## src/rtl/uart_axi_probe_pkg.sv

```systemverilog
// Shared definitions for the UART-controlled AXI-lite probe: opcodes, FSM
// states and status byte layout.
package uart_axi_probe_pkg;

  localparam logic [3:0] OP_GPI_RD    = 4'h1;
  localparam logic [3:0] OP_GPO_RD    = 4'h2;
  localparam logic [3:0] OP_GPO_WR    = 4'h3;
  localparam logic [3:0] OP_ADDR_RD   = 4'h4;
  localparam logic [3:0] OP_ADDR_WR   = 4'h5;
  localparam logic [3:0] OP_DATA_RD   = 4'h6;
  localparam logic [3:0] OP_DATA_WR   = 4'h7;
  localparam logic [3:0] OP_AXI_READ  = 4'h8;
  localparam logic [3:0] OP_AXI_WRITE = 4'h9;
  localparam logic [3:0] OP_STATUS_RD = 4'hA;

  typedef enum logic [2:0] {
    ST_IDLE, ST_ARG, ST_TX, ST_AR, ST_R, ST_AWW, ST_B, ST_RESP
  } state_t;

  localparam int STAT_TIMEOUT_BIT = 2;
  localparam int STAT_WRITE_BIT   = 3;

  localparam logic [1:0] RESP_OKAY   = 2'b00;
  localparam logic [2:0] AXI_SIZE_4B = 3'b010;

  function automatic logic [7:0] make_status(input logic [1:0] resp,
                                             input logic timeout,
                                             input logic is_wr);
    logic [7:0] s;
    s                   = 8'h00;
    s[1:0]              = resp;
    s[STAT_TIMEOUT_BIT] = timeout;
    s[STAT_WRITE_BIT]   = is_wr;
    return s;
  endfunction

endpackage

```

## src/rtl/uart_axi_probe_axi.sv

```systemverilog
// AXI-lite master engine: drives the AR/R/AWW/B phases chosen by the top FSM
// and reports completion, response and timeout.
module uart_axi_probe_axi import uart_axi_probe_pkg::*; #(
  parameter int TIMEOUT_CYCLES = 1024
) (
  input  logic        clk,
  input  logic        m_areset,
  input  state_t      i_state,
  input  logic        i_start,
  input  logic [31:0] i_addr,
  input  logic [31:0] i_wdata,
  input  logic [3:0]  i_wstrb,
  output state_t      o_next_state,
  output logic        o_cpl,
  output logic [1:0]  o_resp,
  output logic        o_timeout,
  output logic [31:0] m_axi_araddr,
  output logic        m_axi_arvalid,
  input  logic        m_axi_arready,
  output logic [2:0]  m_axi_arsize,
  input  logic [1:0]  m_axi_rresp,
  input  logic        m_axi_rvalid,
  output logic        m_axi_rready,
  output logic [31:0] m_axi_awaddr,
  output logic        m_axi_awvalid,
  input  logic        m_axi_awready,
  output logic [2:0]  m_axi_awsize,
  output logic [31:0] m_axi_wdata,
  output logic [3:0]  m_axi_wstrb,
  output logic        m_axi_wvalid,
  input  logic        m_axi_wready,
  input  logic [1:0]  m_axi_bresp,
  input  logic        m_axi_bvalid,
  output logic        m_axi_bready
);

  localparam int CNT_W = $clog2(TIMEOUT_CYCLES + 1);

  logic [CNT_W-1:0] r_cnt;
  logic             r_aw_done;
  logic             r_w_done;
  logic             w_in_axi;
  logic             w_expire;
  logic             w_step;

  assign w_in_axi = i_state inside {ST_AR, ST_R, ST_AWW, ST_B};
  assign w_expire = (r_cnt >= CNT_W'(TIMEOUT_CYCLES - 1));

  assign m_axi_araddr  = i_addr;
  assign m_axi_awaddr  = i_addr;
  assign m_axi_wdata   = i_wdata;
  assign m_axi_wstrb   = i_wstrb;
  assign m_axi_arsize  = AXI_SIZE_4B;
  assign m_axi_awsize  = AXI_SIZE_4B;
  assign m_axi_arvalid = (i_state == ST_AR);
  assign m_axi_rready  = (i_state == ST_R);
  assign m_axi_awvalid = (i_state == ST_AWW) && !r_aw_done;
  assign m_axi_wvalid  = (i_state == ST_AWW) && !r_w_done;
  assign m_axi_bready  = (i_state == ST_B);

  // NOTE: non-blocking assignments keep every register updating from the same pre-edge values.
  always_ff @(posedge clk or posedge m_areset) begin
    if (m_areset) begin
      r_cnt     <= '0;
      r_aw_done <= 1'b0;
      r_w_done  <= 1'b0;
    end else if (i_start) begin
      r_cnt     <= '0;
      r_aw_done <= 1'b0;
      r_w_done  <= 1'b0;
    end else if (w_in_axi) begin
      r_cnt <= r_cnt + CNT_W'(1);
      if (m_axi_awvalid && m_axi_awready) r_aw_done <= 1'b1;
      if (m_axi_wvalid && m_axi_wready)   r_w_done  <= 1'b1;
    end
  end

  // NOTE: every output gets a default first so no path through the case infers a latch.
  always_comb begin
    o_next_state = i_state;
    o_cpl        = 1'b0;
    o_resp       = RESP_OKAY;
    o_timeout    = 1'b0;
    w_step       = 1'b0;
    case (i_state)
      ST_AR: begin
        w_step = m_axi_arready;
        if (w_step) o_next_state = ST_R;
      end
      ST_R: begin
        w_step = m_axi_rvalid;
        if (w_step) begin
          o_next_state = ST_RESP;
          o_cpl        = 1'b1;
          o_resp       = m_axi_rresp;
        end
      end
      ST_AWW: begin
        w_step = (r_aw_done || m_axi_awready) && (r_w_done || m_axi_wready);
        if (w_step) o_next_state = ST_B;
      end
      ST_B: begin
        w_step = m_axi_bvalid;
        if (w_step) begin
          o_next_state = ST_RESP;
          o_cpl        = 1'b1;
          o_resp       = m_axi_bresp;
        end
      end
      default: ;
    endcase
    // A handshake landing on the expiry cycle wins over the timeout.
    if (w_in_axi && !w_step && w_expire) begin
      o_next_state = ST_RESP;
      o_cpl        = 1'b1;
      o_timeout    = 1'b1;
    end
  end

endmodule

```

## src/rtl/uart_axi_probe.sv

```systemverilog
// UART byte-command front end: decodes commands, holds GPO/address/data/status
// registers and hands AXI transactions to the engine.
module uart_axi_probe import uart_axi_probe_pkg::*; #(
  parameter int           GPIO_W            = 32,
  parameter logic [127:0] GPO_ON_RESET      = 128'hDEAD_BEEF,
  parameter logic [31:0]  AXI_ADDR_ON_RESET = 32'h0,
  parameter int           TIMEOUT_CYCLES    = 1024,
  parameter bit           AUTO_INC          = 1'b0
) (
  input  logic              clk,
  input  logic              m_areset,
  input  logic              rx_valid,
  input  logic [7:0]        rx_data,
  output logic              rx_ready,
  output logic              tx_valid,
  output logic [7:0]        tx_data,
  input  logic              tx_ready,
  output logic [GPIO_W-1:0] gpo,
  input  logic [GPIO_W-1:0] gpi,
  output logic [31:0]       m_axi_araddr,
  output logic              m_axi_arvalid,
  input  logic              m_axi_arready,
  output logic [2:0]        m_axi_arsize,
  input  logic [31:0]       m_axi_rdata,
  input  logic [1:0]        m_axi_rresp,
  input  logic              m_axi_rvalid,
  output logic              m_axi_rready,
  output logic [31:0]       m_axi_awaddr,
  output logic              m_axi_awvalid,
  input  logic              m_axi_awready,
  output logic [2:0]        m_axi_awsize,
  output logic [31:0]       m_axi_wdata,
  output logic [3:0]        m_axi_wstrb,
  output logic              m_axi_wvalid,
  input  logic              m_axi_wready,
  input  logic [1:0]        m_axi_bresp,
  input  logic              m_axi_bvalid,
  output logic              m_axi_bready
);

  localparam int                GPIO_BYTES = GPIO_W / 8;
  localparam logic [GPIO_W-1:0] GPO_RST    = GPO_ON_RESET[GPIO_W-1:0];

  state_t            r_state, w_next, w_axi_next;
  logic [GPIO_W-1:0] r_gpo;
  logic [31:0]       r_addr, r_data;
  logic [7:0]        r_status, r_tx_data, w_rd_byte, w_new_status;
  logic [3:0]        r_arg_op, r_arg_idx, r_wstrb;
  logic              r_is_wr;
  logic              w_rx_fire, w_start, w_cpl, w_timeout;
  logic [1:0]        w_resp;
  logic [3:0]        w_op, w_idx;

  assign w_op      = rx_data[7:4];
  assign w_idx     = rx_data[3:0];
  assign rx_ready  = (r_state == ST_IDLE || r_state == ST_ARG) && !m_areset;
  assign w_rx_fire = rx_valid && rx_ready;
  assign w_start   = w_rx_fire && (r_state == ST_IDLE) &&
                     (w_op == OP_AXI_READ || w_op == OP_AXI_WRITE);
  assign tx_valid  = (r_state == ST_TX || r_state == ST_RESP);
  assign tx_data   = r_tx_data;
  assign gpo       = r_gpo;
  assign w_new_status = make_status(w_resp, w_timeout, r_is_wr);

  uart_axi_probe_axi #(.TIMEOUT_CYCLES(TIMEOUT_CYCLES)) u_axi (
    .clk(clk), .m_areset(m_areset), .i_state(r_state), .i_start(w_start),
    .i_addr(r_addr), .i_wdata(r_data), .i_wstrb(r_wstrb),
    .o_next_state(w_axi_next), .o_cpl(w_cpl), .o_resp(w_resp), .o_timeout(w_timeout),
    .m_axi_araddr(m_axi_araddr), .m_axi_arvalid(m_axi_arvalid), .m_axi_arready(m_axi_arready),
    .m_axi_arsize(m_axi_arsize), .m_axi_rresp(m_axi_rresp), .m_axi_rvalid(m_axi_rvalid),
    .m_axi_rready(m_axi_rready), .m_axi_awaddr(m_axi_awaddr), .m_axi_awvalid(m_axi_awvalid),
    .m_axi_awready(m_axi_awready), .m_axi_awsize(m_axi_awsize), .m_axi_wdata(m_axi_wdata),
    .m_axi_wstrb(m_axi_wstrb), .m_axi_wvalid(m_axi_wvalid), .m_axi_wready(m_axi_wready),
    .m_axi_bresp(m_axi_bresp), .m_axi_bvalid(m_axi_bvalid), .m_axi_bready(m_axi_bready)
  );

  always_comb begin
    w_rd_byte = 8'h00;
    case (w_op)
      OP_GPI_RD:
        for (int i = 0; i < GPIO_BYTES; i++) if (w_idx == 4'(i)) w_rd_byte = gpi[i*8 +: 8];
      OP_GPO_RD:
        for (int i = 0; i < GPIO_BYTES; i++) if (w_idx == 4'(i)) w_rd_byte = r_gpo[i*8 +: 8];
      OP_ADDR_RD:
        for (int i = 0; i < 4; i++) if (w_idx == 4'(i)) w_rd_byte = r_addr[i*8 +: 8];
      OP_DATA_RD:
        for (int i = 0; i < 4; i++) if (w_idx == 4'(i)) w_rd_byte = r_data[i*8 +: 8];
      OP_STATUS_RD: w_rd_byte = r_status;
      default: ;
    endcase
  end

  always_comb begin
    w_next = r_state;
    case (r_state)
      ST_IDLE:
        if (w_rx_fire) begin
          case (w_op)
            OP_GPI_RD, OP_GPO_RD, OP_ADDR_RD, OP_DATA_RD, OP_STATUS_RD: w_next = ST_TX;
            OP_GPO_WR, OP_ADDR_WR, OP_DATA_WR:                          w_next = ST_ARG;
            OP_AXI_READ:  w_next = ST_AR;
            OP_AXI_WRITE: w_next = ST_AWW;
            default:      w_next = ST_IDLE;
          endcase
        end
      ST_ARG:           if (w_rx_fire) w_next = ST_IDLE;
      ST_TX, ST_RESP:   if (tx_ready)  w_next = ST_IDLE;
      default:          w_next = w_axi_next;
    endcase
  end

  always_ff @(posedge clk or posedge m_areset) begin
    if (m_areset) r_state <= ST_IDLE;
    else          r_state <= w_next;
  end

  always_ff @(posedge clk or posedge m_areset) begin
    if (m_areset) begin
      r_gpo     <= GPO_RST;
      r_addr    <= AXI_ADDR_ON_RESET;
      r_data    <= '0;
      r_status  <= '0;
      r_tx_data <= '0;
      r_arg_op  <= '0;
      r_arg_idx <= '0;
      r_wstrb   <= '0;
      r_is_wr   <= 1'b0;
    end else begin
      if (r_state == ST_IDLE && w_rx_fire) begin
        r_tx_data <= w_rd_byte;
        r_arg_op  <= w_op;
        r_arg_idx <= w_idx;
        r_is_wr   <= (w_op == OP_AXI_WRITE);
        if (w_op == OP_AXI_WRITE) r_wstrb <= w_idx;
      end
      // Out-of-range indices match no byte lane, so the argument is dropped.
      if (r_state == ST_ARG && w_rx_fire) begin
        case (r_arg_op)
          OP_GPO_WR:
            for (int i = 0; i < GPIO_BYTES; i++) if (r_arg_idx == 4'(i)) r_gpo[i*8 +: 8] <= rx_data;
          OP_ADDR_WR:
            for (int i = 0; i < 4; i++) if (r_arg_idx == 4'(i)) r_addr[i*8 +: 8] <= rx_data;
          OP_DATA_WR:
            for (int i = 0; i < 4; i++) if (r_arg_idx == 4'(i)) r_data[i*8 +: 8] <= rx_data;
          default: ;
        endcase
      end
      if (w_cpl) begin
        r_status  <= w_new_status;
        r_tx_data <= w_new_status;
        if (!r_is_wr && !w_timeout) r_data <= m_axi_rdata;
        if (AUTO_INC && !w_timeout && w_resp == RESP_OKAY) r_addr <= r_addr + 32'd4;
      end
    end
  end

endmodule

```

## config.mk

```make
export PLATFORM = sky130hd
export DESIGN_NAME = uart_axi_probe
export DESIGN_NICKNAME = d
export VERILOG_FILES = /design/src/rtl/uart_axi_probe_pkg.sv /design/src/rtl/uart_axi_probe_axi.sv /design/src/rtl/uart_axi_probe.sv
export SDC_FILE = /design/constraint.sdc
export NUM_CORES = 1
export LEC_CHECK = 0
export CORE_ASPECT_RATIO = 0.8
export CORE_MARGIN = 2
export CORE_UTILIZATION = 49
export CTS_BUF_LIST = sky130_fd_sc_hd__clkbuf_16
export DETAILED_ROUTE_END_ITERATION = 12
export PLACE_DENSITY = 0.83
export SLEW_MARGIN = 30
export SYNTH_ARGS = -nofsm -noshare
export SYNTH_HDL_FRONTEND = slang
export SYNTH_HIERARCHICAL = 1
export SYNTH_SLANG_ARGS = --single-unit
```

## constraint.sdc

```tcl
create_clock -name clk -period 6.3 [get_ports clk]
set_input_delay 1.89 -clock clk [delete_from_list [all_inputs] [get_ports clk]]
set_output_delay 1.89 -clock clk [all_outputs]
set_load 0.01 [all_outputs]
```

Word level (Yosys, flattened, before mapping):

Memories as Yosys holds them, arrays and structs flattened.
Cells that the tools add are included.

* register bits after elaboration: 137
* bits in read-only memories: 48
* memories: 1

* add/subtract/negate cells: 1
* $lt $le $gt $ge: 1
* eq/ne operators: 30
* muxes and demuxes: 54
* reduce and logical (&&, ||, !) cells: 46

Memories
* (no name shown): words 16, width 3, read ports 1, clocked after memory_dff 0, wr ports 0, RTL line uart_axi_probe.sv:98 `case (w_op)`

Operators with widths (number)
* $mux W8: 22
* $mux W32: 4
* $pmux W8 S5: 1
* $eq A4 B2 Y1 const B: 6
* $mux W3: 8
* $reduce_and A3 Y1: 8
* $mux W11: 2
* $eq A4 B3 Y1 const B: 4
* $logic_and A1 B1 Y1: 13
* $eq A3 B3 Y1 const B: 4
* $eq A4 B1 Y1 const B: 3
* $eq A4 B4 Y1 const B: 3
* $ne A6 B2 Y1 const B: 2
* $pmux W3 S4: 1
* $add A11 B1 Y11 const B: 1
* $ge A11 B10 Y1 const B: 1
* $mux W1: 10
* $pmux W3 S3: 1
* $logic_not A4 Y1: 2
* $reduce_and A8 Y1: 1
* $reduce_bool A2 Y1: 4
* $reduce_bool A8 Y1: 1
* $eq A3 B2 Y1 const B: 2
* $logic_not A1 Y1: 6
* other kinds (13): 22

Longest topological paths before layout:

Gate-level depths: netlist of the first run.

* depth in word-level cells: 11
* gate-level depth with buffers: 9
* depth with buffers taken out: 9

Hierarchy:

The synthesis of the first run kept the hierarchy.

Modules (own cells, without submodules)
* uart_axi_probe: instances 1, cells an instance 563, area an instance 6705.2 um2
* uart_axi_probe_axi: instances 1, cells an instance 208, area an instance 1674.1 um2

Worst setup path after synthesis of the first run:

OpenSTA, ideal clock, no wires.

* kind: in2out
* from: input port m_areset
* to: output port rx_ready
* data arrival time: 2149 ps
* required time: 4410 ps
* setup slack: 2261 ps
* cell stages on the path: 1
* path buffers: 0
* path through: nor3_1

* word-level cells in the longest chain between the ends: 2

Ends and longest elaborated chain
* start: declaration: RTL line uart_axi_probe.sv:11 `input logic m_areset,`
* $logic_not A1 Y1 (no line)
* $logic_and A1 B1 Y1: RTL line uart_axi_probe.sv:56 `assign rx_ready = (r_state == ST_IDLE || r_state == ST_ARG) && !m_areset;`
* end: declaration: RTL line uart_axi_probe.sv:14 `output logic rx_ready,`

Every way passes these cells.

Worst setup path in the final report of the first run:

Same ends and word-level chain as after synthesis.

==> impl_metrics.tcl, run 1 <==
set metrics [dict create \
    ant_nets 0 \
    r2r.worst_path.cells 4 \
    leakage_uw 0.00437 \
    synth-seq-cells 137 \
    fin_skew_ns 0.0107 \
    wire_per_inst_um 21.2 \
    grt_pass1_vias 6240 \
    fillCellCount 1299 \
    fin_crit_ns 5.11 \
    tightest_slew_ns 0.874 \
    ys_seq_area_share_pct 41.3 \
    fin_crit_sh_pct 81.1 \
    fin_tns_setup_ns 0 \
    cp-start-kind "input port" \
    yosysUniqueCellTypes 64 \
    finalNetCount 974 \
    placementRows 42 \
    drc 0 \
    whs_path_depth 1 \
    syn_inst 771 \
    power_density_mw_per_mm2 304 \
    cts_tree "done" \
    drt_first_pass_iters 5 \
    run_status "finished, final reports clean" \
    wl_um 23700 \
    area_growth_syn_to_layout_pct 26.5 \
    ys_async_sr_fraction_pct 100 \
    clock-root-buffer "clkbuf_16" \
    netlist_area_mm2 0.00838 \
    rsz0062_at_grt "no" \
    initial_core_util_pct 50.3 \
    clk_pin_slew_ns 0.06 \
    antenna_found_initial 1 \
    viasPerCell 5.70 \
    die_y_um 121 \
    vdd_drop_max_mv 0.188 \
    hold_path.class "reg2reg" \
    critical_path_required_ns 4.41 \
    criticalPathCategory "in2out" \
    grt_pass1_wl_um 35900 \
    grt_max_degree 82 \
    io_buffers 231 \
    numCtsBuffers 17 \
    cts_setup_buffers 0 \
    gp_congestion 0.916 \
    ios 238 \
    grtUsageTotal_pct 26.2 \
    multi_input_area_mm2 0.00386 \
    crit_fanout 5 \
    dr.first_iter.drc_count 458 \
    synth_ff_type "dfrtp_1" \
    regArea_mm2 0.00346 \
    yosys_warnings 6 \
    hpwl_um 16400 \
    die-area_mm2 0.0182 \
    fp.coreArea_mm2 0.0167 \
    drive_gt1_share_pct 24.3 \
    finalHoldViolCount 0 \
    num_antenna_cells 0 \
    synth_edf_count 0 \
    dieWidth_um 150 \
    cap_violations 0 \
    crit_arrival_ns 3.22 \
    cts_buffer_depth 2 \
    netlist.area_leader.share_pct 33.7 \
    insertion_delay_ns 0.42 \
    relSlewSlack_pct 41.6 \
    ys_top_cells_by_area "dfrtp_1, mux2_2, buf_4" \
    setup_viol_count_final 0 \
    hold_buffers 0 \
    h-tree-depth 4 \
    final_max_slew_viol_count 0 \
    cts_sinks 137 \
    fmax_ghz 0.196 \
    syn_avg_cell_area_um2 10.9 \
    vias 6365 \
    hold_ws_ns 0.504 \
    grt-ovfl-total 0 \
    synth_top_cell_by_area "dfrtp_1" \
    worst_setup_path_end_kind "primary output" \
    cts-resized-gates 0 \
]
-- synthesized netlist by cell type (4+ instances only) --
library cell  count
mux2_2          129
dfrtp_1         113
buf_4           108
nand2_1          53
o22ai_1          49
mux2i_1          34
o21ai_1          31
clkbuf_1         25
dfstp_2          24
nor2_1           21
o21ai_0          21
a21oi_1          15
mux2_1           14
nor2_4            9
buf_6             8
inv_1             7
nor2b_1           7
xor2_1            6
a22oi_1           5
ha_1              5
nand3_1           5
nor3_1            5
o21bai_1          5
buf_1             4
nor4_4            4
-- worst max-delay path, cell delays in order --
cell	delay, ns
clkdlybuf4s50_1	0.54
nor3_1	0.22
clkdlybuf4s50_1	0.57
-- layout by cell type, fill, tap and decap left out, types with 3 or more instances in the layout --
cell / synthesis / routed
o2111ai_1: 3 / 3
a311oi_1: 3 / 3
o21ai_0: 21 / 20
clkbuf_16: 0 / 17
a21oi_1: 15 / 15
xor2_1: 6 / 6
a211oi_1: 3 / 3
ha_1: 5 / 5
clkdlybuf4s50_1: 0 / 229
buf_4: 108 / 10
nor3_1: 5 / 5
o21bai_1: 5 / 5
conb_1: 2 / 6
nor2_1: 21 / 21
nand2b_1: 3 / 3
o21ai_1: 31 / 32
mux2i_1: 34 / 34
clkinv_4: 0 / 3
nand2_1: 53 / 53
nor4_4: 4 / 4
o22ai_1: 49 / 49
inv_1: 7 / 9
nor2b_1: 7 / 7
mux2_1: 14 / 14
nand3_1: 5 / 5
dfstp_2: 24 / 24
nor2_4: 9 / 9
dfrtp_1: 113 / 113
mux2_2: 129 / 129
bufinv_16: 0 / 3
and3_1: 3 / 3
a22oi_1: 5 / 5
-- state kept, by name, summed over array words and instances (netlist names), 3 cells and up --
name	count
gpo	32
r_addr	32
r_data	32
u_axi/r_cnt	11
tx_data	8
r_arg_idx	4
r_arg_op	4
r_status	4
r_wstrb	4
r_state	3
-- final timing paths --
check	start	to	slack (ns)
worst min-delay path	r_wstrb[0]	r_wstrb[0]	0.50
worst max register to register	r_state[0]	r_wstrb[1]	3.39
worst min register to register	r_wstrb[0]	r_wstrb[0]	0.50
min in group asynchronous	m_areset	u_axi/r_w_done	2.00
worst max-delay path	m_areset	rx_ready	1.19
max in group asynchronous	m_areset	gpo[31]	3.36
-- routing by layer --
layer | global-route usage (%) | wire length [um] | vias to the layer above
li1 | - | - | 2903
met1 | 35.2 | 10200 | 3129
met2 | 41.0 | 11100 | 294
met3 | 7.22 | 1870 | 39
met4 | 8.73 | 483 | 0
met5 | 0 | 0 | -
-- cell families (layout without fill, tap and decap cells) --
logic type                 Yosys count  after routing  synth area share [%]
adders and majority gates            5              5                 0.747
AOI/OAI and AO/OA                  153            153                  11.4
DFF                                137            137                  41.3
buffers and inverters              158            280                  12.9
and+or+nand+nor                    132            132                  9.62
muxes                              177            177                  23.3
other                                2              6                0.0896
xor gates and xnor gates             7              7                 0.732
-- layout make-up --
class	instances	share of cell area (%)
clock buffer	17	4.01
clock inverter	15	1.52
inverter	7	0.295
multi-input combinational	480	36.4
sequential	137	32.6
tap	220	2.60
timing repair buffer	241	22.5
-- where the power goes --
part | leakage (uW) | switching (uW) | internal [uW]
combinational | 0.00234 | 419 | 505
clock | 0.000296 | 384 | 616
sequential | 0.00174 | 222 | 1070
total | 0.00437 | 1030 | 2190
-- stage by stage --
stage               setup slack, ns  util, %  cells  instance area (um^2)  total power (uW)
detailed placement             1.19     60.1   1085                 10000              2220
global route                   1.13     63.6   1117                 10600              3360
global placement               1.27     60.1   1085                 10000              2190
CTS                            1.18     63.6   1117                 10600              3230
floorplan                      1.15        -    775                  8390              1910
finish                         1.19     63.6   1117                 10600              3220
Power figures use the tool's default switching activity.
==> run 2, diff against run 1 <==
CORE_UTILIZATION = 44   (was 49)
PLACE_DENSITY = 0.79   (was 0.83)
clock period = 4.3 ns   (was 6.3 ns; I/O delays follow)
==> run 2 against run 1 <==
Count of clock-buffer cells in the layout is the same. Via count shrank 0.44%. Critical path depth is the same. Global-route usage shrank 2.1 points. Worst hold slack lost 0.014 ns. Non-clock buffer count grew 12. Clock skew is essentially flat. Utilization shrank 6.6 points. Sequential power grew 47%. Critical endpoint unchanged. Largest cell class unchanged.
==> impl_metrics.tcl, run 2 (same netlist as run 1, synthesis figures left out) <==
set metrics [dict create \
    cap_violations 0 \
    rsz0062_at_grt "no" \
    cp-start-kind "input port" \
    antenna_found_initial 0 \
    dr.first_iter.drc_count 434 \
    area_growth_syn_to_layout_pct 28.0 \
    finalHoldViolCount 0 \
    cts_setup_buffers 0 \
    final_cell_count_no_fill 1166 \
    mostFrequentLayoutCells "clkdlybuf4s50_1, mux2_2, dfrtp_1, nand2_1, o22ai_1" \
    fp.coreArea_mm2 0.0188 \
    drt_first_pass_iters 5 \
    worst_setup_path_end_kind "primary output" \
    critical_path_required_ns 3.01 \
    final_common_cell "clkdlybuf4s50_1" \
    place_ws_ns 0.484 \
    leakage_uw 0.00441 \
    regArea_mm2 0.00346 \
    grt-ovfl-total 0 \
    tightest_slew_ns 0.888 \
    h-tree-depth 4 \
    drive_gt1_share_pct 24.9 \
    criticalPathCategory "in2out" \
    grtUsageTotal_pct 24.1 \
    ant_nets 0 \
    hold_buffers 0 \
    cts_tree "done" \
    dpl.cell_count 1135 \
    finalNetCount 986 \
    fin_crit_sh_pct 88.8 \
    grt_pass1_wl_um 36700 \
    initial_core_util_pct 44.6 \
    die-area_mm2 0.0202 \
    setup_viol_count_final 0 \
    fin_crit_ns 3.82 \
    grt_max_degree 125 \
    crit_arrival_ns 2.53 \
    cts-resized-gates 0 \
    drc 0 \
    placementRows 45 \
    fin_skew_ns 0.0108 \
    fillCellCount 1617 \
    hold_path.class "reg2reg" \
    multi_input_area_mm2 0.00386 \
    numCtsBuffers 17 \
    cts_buffer_depth 2 \
    run_status "finished, final reports clean" \
    setup_ws_ns 0.483 \
    final_max_slew_viol_count 0 \
    hpwl_um 17000 \
    io_buffers 231 \
    fin_tns_setup_ns 0 \
    vdd_drop_max_mv 0.353 \
    dieWidth_um 158 \
    num_antenna_cells 0 \
    viasPerCell 5.43 \
    wire_per_inst_um 20.6 \
    gp_congestion 0.811 \
    ios 238 \
    insertion_delay_ns 0.42 \
    grt_pass1_vias 6395 \
    clock-root-buffer "clkbuf_16" \
    die_y_um 127 \
    power_density_mw_per_mm2 432 \
    fmax_ghz 0.262 \
    crit_fanout 5 \
    hold_ws_ns 0.490 \
    wl_um 24000 \
    vias 6337 \
    relSlewSlack_pct 40.8 \
    clk_pin_slew_ns 0.05 \
    cts_sinks 137 \
]
-- run 2: layout make-up --
type	count	share of cell area [%]
multi-input combinational	480	36.0
sequential	137	32.2
timing repair buffer	253	23.4
clock buffer	17	3.97
tap	258	3.01
clock inverter	14	1.10
inverter	7	0.280
-- run 2: where the power goes --
| part | switching, uW | internal, uW | total, uW | leakage [uW] |
|---|---|---|---|---|
| combinational | 608 | 749 | 1360 | 0.00241 |
| sequential | 316 | 1570 | 1890 | 0.00174 |
| clock | 558 | 831 | 1390 | 0.000262 |
| total | 1480 | 3150 | 4630 | 0.00441 |
-- run 2: metal layers --
metal	global-route usage (%)	vias to the layer above	part of all wire (%)
met5	0	-	0
met4	7.74	0	2.2
met3	7.43	31	7.9
met2	38.0	219	47
met1	31.7	3172	43
li1	-	2915	-
-- run 2: worst max-delay path, stage by stage --
cell,delay [ns]
clkdlybuf4s50_1,0.51
nor3_1,0.17
clkdlybuf4s50_1,0.56
-- run 2: path summary, 6_finish.rpt --
kind                       slack, ns        endpoint  cells past startpoint   startpoint
max                             0.48        rx_ready                      3     m_areset
min                             0.49     r_arg_op[0]                      2  r_arg_op[0]
max reg2reg                     1.58      r_state[1]                      8   r_state[2]
min reg2reg                     0.49     r_arg_op[0]                      2  r_arg_op[0]
max in group asynchronous       2.25       r_data[0]                      3     m_areset
min in group asynchronous       1.37  u_axi/r_w_done                      2     m_areset
-- run 2: through the flow --
stage | util (%) | instance area (um^2) | power [uW]
CTS | 57.0 | 10700 | 4660
global placement | 54.1 | 10200 | 3220
detailed placement | 54.1 | 10200 | 3260
floorplan | - | 8400 | 2800
global route | 57.0 | 10700 | 4860
finish | 57.0 | 10700 | 4630
==> run 3, diff against run 2 <==
CORE_UTILIZATION = 50   (was 44)
PLACE_DENSITY = 0.84   (was 0.79)
SKIP_CTS_REPAIR_TIMING = 1   (was unset)
clock period = 4.7 ns   (was 4.3 ns; I/O delays follow)
==> run 3 against run 2 <==
Worst hold slack worse by 0.015 ns. Register-to-register slack better by 0.28 ns. Wire length is 2.9% lower. Clock power is 3% lower. Cell area is 0.31% lower. Cell count is 3.5% lower. Highest routed layer unchanged.
==> impl_metrics.tcl, run 3 (same netlist as run 1, synthesis figures left out) <==
set metrics [dict create \
    run_status "finished, final reports clean" \
    fin_skew_ns 0.00906 \
    crit_start "m_areset" \
    final_common_cell "clkdlybuf4s50_1" \
    path_cells "clkdlybuf4s50_1 -> nor3_1 -> clkdlybuf4s50_1" \
    fp.coreArea_mm2 0.0164 \
    grt_pass1_wl_um 36100 \
    clk_pin_slew_ns 0.06 \
    slowest_delay_ns 0.56 \
    dr.first_iter.drc_count 315 \
    leakage_uw 0.00442 \
    antenna_found_initial 2 \
    r2r_start "r_state[0]" \
    rsz0062_at_grt "no" \
    crit_arrival_ns 2.66 \
    ant_nets 0 \
    clock-root-buffer "clkbuf_16" \
    fin_crit_ns 4.07 \
    hold_path.class "reg2reg" \
    critical_path_required_ns 3.29 \
    die-area_mm2 0.0178 \
    vias 6331 \
    ios 238 \
    drc 0 \
    io_buffers 231 \
    slowest_stage "clkdlybuf4s50_1" \
    tightest_slew_ns 0.883 \
    cts_buffer_depth 2 \
    switching_share_pct 32.1 \
    wire_per_inst_um 20.7 \
    clkPwrFrac_pct 31.2 \
    insertion_delay_ns 0.43 \
    hpwl_um 16600 \
    h-tree-depth 4 \
    relSlewSlack_pct 41.1 \
    combPwrFrac_pct 28.5 \
    crit_top_cell "clkdlybuf4s50_1" \
    die_y_um 120 \
    cts_sinks 137 \
    worstHoldStart "r_arg_op[0]" \
    area_growth_syn_to_layout_pct 27.6 \
    cap_violations 0 \
    viasPerCell 5.63 \
    criticalPathCategory "in2out" \
    p_switching_uw 1380 \
    placementRows 42 \
    grt_pass1_vias 6299 \
    place_ws_ns 0.623 \
    vdd_drop_max_mv 0.285 \
    fin_tns_setup_ns 0 \
    seqPwrFrac_pct 40.2 \
    mostFrequentLayoutCells "clkdlybuf4s50_1, mux2_2, dfrtp_1, nand2_1, o22ai_1" \
    numCtsBuffers 17 \
    fin_crit_sh_pct 86.7 \
    grtUsageTotal_pct 26.8 \
    worst_setup_path_end_kind "primary output" \
    grt-ovfl-total 0 \
    finalHoldViolCount 0 \
    gp_congestion 0.868 \
    drive_gt1_share_pct 25.2 \
    initial_core_util_pct 50.9 \
    dieWidth_um 149 \
    power_density_mw_per_mm2 403 \
    finalNetCount 981 \
    final_max_slew_viol_count 0 \
    grt_max_degree 95 \
    wl_um 23300 \
    fmax_ghz 0.245 \
    setup_ws_ns 0.626 \
    cp-start-kind "input port" \
    setup_viol_count_final 0 \
    crit_fanout 5 \
    cts_tree "done" \
    drt_first_pass_iters 4 \
    internal-power_uw 2920 \
]
## run 3: changes by cell type in the layout (fill, tap and decap cells not counted), sizes merged
cell,delta
buf,-5
clkbuf,+4
inv,+3
bufinv,-2
clkinv,-2
clkinvlp,-2
diode,+1
## run 3: metal layers
metal | global-route usage (%) | up-vias | routed length, um
li1 | - | 2911 | -
met1 | 35.8 | 3153 | 10000
met2 | 43.1 | 233 | 11300
met3 | 6.27 | 34 | 1590
met4 | 9.46 | 0 | 478
met5 | 0 | - | 0
## run 3: path summary, 6_finish.rpt
check,slack (ns),cells after the start,endpoint
setup / recovery,0.63,3,rx_ready
hold / removal,0.48,2,r_arg_op[0]
setup reg to reg,1.86,7,r_data[22]
hold reg to reg,0.48,2,r_arg_op[0]
max in group asynchronous,2.41,3,gpo[31]
min in group asynchronous,1.44,2,r_addr[31]
## run 3: critical path, delay by kind of cell
kind | cells | cell delay, ns
buffers and inverters | 2 | 1.07
and+or+nand+nor | 1 | 0.18
## run 3: per-stage QoR
step | power, uW | util [%] | hold WS (ns) | instances | instance area [um^2]
after floorplan | 2560 | - | 0.442 | 775 | 8390
after detailed placement | 2960 | 61.3 | 0.467 | 1092 | 10100
after global routing | 4510 | 65.0 | 0.510 | 1124 | 10700
after global placement | 2930 | 61.3 | 0.460 | 1092 | 10100
after CTS | 4320 | 65.0 | 0.480 | 1124 | 10700
final | 4310 | 65.0 | 0.475 | 1125 | 10700
## run 3: layout make-up
type | count | area (um^2)
clock buffer | 21 | 526
multi-input combinational | 480 | 3860
inverter | 7 | 28.8
sequential | 137 | 3460
fill | 1306 | 5760
antenna | 1 | 2.50
tap | 220 | 275
timing repair buffer | 248 | 2460
clock inverter | 11 | 80.1
## run 3: power by group through the flow
stage / logic (uW) / registers [uW] / clock network [uW]
after floorplan: 945 / 1620 / 0
after global placement: 1200 / 1730 / 0
after detailed placement: 1230 / 1740 / 0
after CTS: 1240 / 1720 / 1370
after global routing: 1320 / 1770 / 1420
final: 1230 / 1730 / 1350
